**src/rtl/regfile_dump_reader.sv**
```systemverilog
// regfile_dump_reader: walks every regfile index through one read port and streams
// the words out over valid/ready. Define REGDUMP_CHECKSUM_EN to append an XOR checksum beat.
module regfile_dump_reader #(
   parameter int unsigned XLEN     = 32,
   parameter int unsigned NUM_REGS = 32,
   parameter int unsigned ADDR_W   = 5
) (
   input  logic              clk,
   input  logic              rst_n,
   input  logic              start,
   output logic [ADDR_W-1:0] rf_ra,
   input  logic [XLEN-1:0]   rf_rd,
   output logic              out_valid,
   input  logic              out_ready,
   output logic [XLEN-1:0]   out_data,
   output logic [ADDR_W-1:0] out_idx,
   output logic              out_last,
   output logic              out_csum,
   output logic              busy,
   output logic              done
);

   localparam logic [ADDR_W-1:0] LAST_IDX = ADDR_W'(NUM_REGS - 1);

   typedef enum logic [1:0] {
      IDLE,
      FETCH,
      SEND
`ifdef REGDUMP_CHECKSUM_EN
      , CSUM
`endif
   } state_t;

   state_t            r_state;
   state_t            w_next;
   logic [ADDR_W-1:0] r_idx;
   logic [ADDR_W-1:0] r_ra;
   logic [XLEN-1:0]   r_data;
   logic [ADDR_W-1:0] r_oidx;
   logic              r_valid;
   logic              r_last;
   logic              r_done;
   logic              w_hs;
   logic              w_at_last;
`ifdef REGDUMP_CHECKSUM_EN
   logic [XLEN-1:0]   r_csum;
   logic              r_csum_beat;
`endif

   assign w_hs      = r_valid & out_ready;
   assign w_at_last = (r_idx == LAST_IDX);

   always_ff @(posedge clk or negedge rst_n) begin
      if (!rst_n) r_state <= IDLE;
      else        r_state <= w_next;
   end

   always_comb begin
      w_next = r_state;
      case (r_state)
         IDLE:  if (start) w_next = FETCH;
         FETCH: w_next = SEND;
         SEND: begin
            if (w_hs) begin
               if (!w_at_last) w_next = FETCH;
`ifdef REGDUMP_CHECKSUM_EN
               else            w_next = CSUM;
`else
               else            w_next = IDLE;
`endif
            end
         end
`ifdef REGDUMP_CHECKSUM_EN
         CSUM:  if (w_hs) w_next = IDLE;
`endif
         default: w_next = IDLE;
      endcase
   end

   always_comb begin
      busy      = (r_state != IDLE);
      rf_ra     = r_ra;
      out_valid = r_valid;
      out_data  = r_data;
      out_idx   = r_oidx;
      out_last  = r_last;
      done      = r_done;
`ifdef REGDUMP_CHECKSUM_EN
      out_csum  = r_csum_beat;
`else
      out_csum  = 1'b0;
`endif
   end

   always_ff @(posedge clk or negedge rst_n) begin
      if (!rst_n) begin
         r_idx       <= '0;
         r_ra        <= '0;
         r_data      <= '0;
         r_oidx      <= '0;
         r_valid     <= 1'b0;
         r_last      <= 1'b0;
         r_done      <= 1'b0;
`ifdef REGDUMP_CHECKSUM_EN
         r_csum      <= '0;
         r_csum_beat <= 1'b0;
`endif
      end else begin
         r_done <= 1'b0;
         case (r_state)
            IDLE: begin
               if (start) begin
                  r_idx <= '0;
                  r_ra  <= '0;
`ifdef REGDUMP_CHECKSUM_EN
                  r_csum <= '0;
`endif
               end
            end
            FETCH: begin
               r_data  <= rf_rd;
               r_oidx  <= r_idx;
               r_valid <= 1'b1;
`ifdef REGDUMP_CHECKSUM_EN
               r_last  <= 1'b0;
               r_csum  <= r_csum ^ rf_rd;
`else
               r_last  <= w_at_last;
`endif
            end
            SEND: begin
               if (w_hs) begin
                  if (!w_at_last) begin
                     r_valid <= 1'b0;
                     r_idx   <= r_idx + ADDR_W'(1);
                     r_ra    <= r_idx + ADDR_W'(1);
                  end else begin
`ifdef REGDUMP_CHECKSUM_EN
                     // valid stays high: the checksum beat follows with no gap
                     r_data      <= r_csum;
                     r_oidx      <= '0;
                     r_last      <= 1'b1;
                     r_csum_beat <= 1'b1;
`else
                     r_valid <= 1'b0;
                     r_last  <= 1'b0;
                     r_done  <= 1'b1;
`endif
                  end
               end
            end
`ifdef REGDUMP_CHECKSUM_EN
            CSUM: begin
               if (w_hs) begin
                  r_valid     <= 1'b0;
                  r_last      <= 1'b0;
                  r_csum_beat <= 1'b0;
                  r_done      <= 1'b1;
               end
            end
`endif
            default: ;
         endcase
      end
   end

endmodule
```
**config.mk**
```make
export PLATFORM = sky130hd
export DESIGN_NAME = regfile_dump_reader
export DESIGN_NICKNAME = d
export VERILOG_FILES = /design/src/rtl/regfile_dump_reader.sv
export SDC_FILE = /design/constraint.sdc
export NUM_CORES = 1
export LEC_CHECK = 0
export CAP_MARGIN = 20
export CORE_MARGIN = 2
export CORE_UTILIZATION = 33
export DETAILED_ROUTE_END_ITERATION = 6
export PLACE_DENSITY_LB_ADDON = 0.12
export SLEW_MARGIN = 20
export SYNTH_ARGS = -nofsm -noshare
export SYNTH_HDL_FRONTEND = slang
export SYNTH_SLANG_ARGS = --single-unit
```
**constraint.sdc**
```tcl
create_clock -name clk -period 2.35 [get_ports clk]
set_input_delay 0.5875 -clock clk [delete_from_list [all_inputs] [get_ports clk]]
set_output_delay 0.5875 -clock clk [all_outputs]
set_load 0.005 [all_outputs]
```
==> out/metrics.yaml <==
placed_design:
  placed_area_um2: 2760
  dpl.hpwl_um: 2870
  pre_cts_ws_ns: 0.474
  port_buffers: 81
  globalplace.congestion: 0.758
cts:
  cts_setup_buffers: 0
  cts-hold-fix-buffers: 0
  clk_latency_ns: 0.29
  htree_levels: 2
  cts_root_buf: "clkbuf_8"
  numCtsBuffers: 5
  clkTransAtPathRegs_ns: 0.08
  cts_resized: 0
  cts_tree: "built"
  cts_max_path_buffers: 2
  clkSinkCount: 47
detailed_routing:
  met2_length_um: 1940
  viasPerCell: 4.50
  vias: 1261
  wl_met3_um: 262
  drc_errors: 0
  ant_nets: 0
  drt-met1-wl_um: 1650
  drt_first_iter_violations: 17
  wl_per_cell_um: 13.8
  top_layer: "met4"
  drt_wl_total_um: 3860
  firstDrtPassIters: 3
final_layout:
  ff_latch_area_um2: 1180
  fillers: 476
  final_area_um2: 2850
  drive_gt1_share_pct: 25.5
  antenna_cells: 0
  final_nets: 246
  multi_input_area_um2: 646
  synthToLayoutAreaGrowth_pct: 52.6
floorplanning:
  num_rows: 27
  fp.dieW_um: 79.2
  die_area_um2: 6270
  initial_core_util_pct: 34.1
  die_y_um: 79.2
  ios: 83
  core_region_area_um2: 5470
sta:
  period_needed_ns: 2.15
  finalSetupViolCount: 0
  hold_violations: 0
  max_freq_ghz: 0.464
  rsz0062_at_grt: "no"
  setup_ws_ns: 0.196
  finalClockSkew_ns: 0.00811
  drv_slew: 0
  fin_setup_tns_ns: 0
  finalCritPeriodShare_pct: 91.7
power_and_ir_drop:
  vdd_ir_drop_max_v: 0.000417
  p_leak_uw: 0.00124
  combPwrFrac_pct: 45.1
  seq_power_share_pct: 41.4
  internal-power_uw: 2440
  swShare_pct: 27.3
  p_clk_share_pct: 13.5
  powerDensity_nw_per_um2: 1180
  power_switching_uw: 913
  power_uw: 3350
yosys:
  yosysWarnings: 0
  syn_nets: 160
  synth-seq-cells: 47
  avgSynthCellArea_um2: 15.4
  ys_top_cells_by_area: "dfrtp_1, mux2_2, buf_4"
  synthCells: 121
  netlist-cell-type-count: 23
  syn-cell-area_um2: 1870
  yosys.area.top_type: "dfrtp_1"
  yosysSeqAreaShare_pct: 63.0
  netlist.area_leader.share_pct: 63.0
job:
  maxCapViolCount: 0
grt:
  grt_start_max_net_pins: 48
  grt_overflow_total: 0
  first_global_vias: 1331
  grt_use_total_pct: 13.0
  grt_pass1_wl_um: 6280
  antenna_found_initial: 0
critical_path:
  cp-start-kind: "flop"
  crit_type: "flop to output pin"
  cp_top_family: "flip-flops"
  endpoint_kind: "output pin"
  cp_cell_sequence: "or2_2, clkdlybuf4s50_1"
  path_max_fanout: 8
  cp.arrival_ns: 1.57
  required_ns: 1.76
  slowest_delay_ns: 0.48
  ff2ff_setup_slack_ns: 0.49
  slowest_stage: "dfrtp_1"
  path_buf_inv: 1
min_path:
  hold_path.class: "input pin to asynchronous set/reset pin"
run_status:
  status: "completed"
==> final timing paths <==
path,startpoint,to,depth (start not counted)
max in group asynchronous,rst_n,out_data[11],2
min in group clk,out_data[13],out_data[13],1
min reg2reg,out_data[13],out_data[13],1
max reg2reg,rf_ra[0],rf_ra[0],6
min,rst_n,out_idx[3],2
max,r_state[1],busy,2
==> power groups by stage <==
stage / clock network [uW] / registers [uW] / logic, uW
finish: 452 / 1390 / 1510
global route: 510 / 1450 / 1640
CTS: 476 / 1400 / 1540
detailed placement: 0 / 1420 / 1540
global placement: 0 / 1390 / 1520
floorplan: 0 / 1410 / 644
==> placed cells by master (no fill, tap or decap) <==
cell              n
clkdlybuf4s50_1  80
dfrtp_1          47
mux2_2           38
clkbuf_8          5
inv_1             3
a22o_1            3
ha_1              3
clkinv_2          3
or2_2             2
nand4b_1          2
nand2b_1          2
a21o_1            2
a21oi_1           2
buf_4             2
and3_1            1
and2_1            1
nor2b_4           1
nor2_1            1
nand3_1           1
xnor2_1           1
nand2_1           1
nand3b_1          1
o41ai_1           1
mux2i_1           1
o22a_1            1
conb_1            1
buf_2             1
buf_12            1
==> routing by layer <==
layer,up-vias,track usage [%]
met5,-,0
li1,599,-
met4,0,3.62
met2,46,21.5
met1,614,15.8
met3,2,4.77
==> registers in the layout (all words and copies together) (netlist names) <==
signal	flops
rf_ra	5
out_last	1
r_state	2
done	1
out_valid	1
out_idx	5
out_data	32
==> cell type report <==
cell class                      count  share of cell area, %
Inverter                            3                  0.395
Sequential cell                    47                   41.3
Clock buffer                        5                   2.42
Timing Repair Buffer               84                   29.5
Multi-Input combinational cell     66                   22.7
Tap cell                           72                   3.16
Clock inverter                      3                  0.527
==> logic make-up (layout without fill, tap and decap cells) <==
group,after synthesis,after routing,synth area share (%)
adder cells (fa/ha/maj),3,3,2.01
other,1,1,0.201
multiplexers,39,39,23.5
buffers and inverters,8,95,2.62
flip-flops,47,47,63.0
XOR/XNOR,1,1,0.470
AND/OR/NAND/NOR,13,13,4.49
AO/OA/AOI/OAI,9,9,3.69
==> Yosys cell counts (all sizes together) <==
cell type  count
and2           1
nor2b          1
buf            5
conb           1
a21oi          2
ha             3
nand2b         2
o41ai          1
a22o           3
dfrtp         47
nand3          1
nor2           1
xnor2          1
a21o           2
o22a           1
nand4b         2
and3           1
nand3b         1
mux2          38
or2            2
nand2          1
inv            3
mux2i          1
==> stage by stage <==
stage               hold WS, ns  utilization (%)  instances
CTS                       0.261             52.0        280
global placement          0.489             50.5        272
floorplan                 0.292                -        121
finish                    0.258             52.0        280
detailed placement        0.494             50.5        272
global route              0.264             52.0        280
Power figures use the tool's default switching activity.
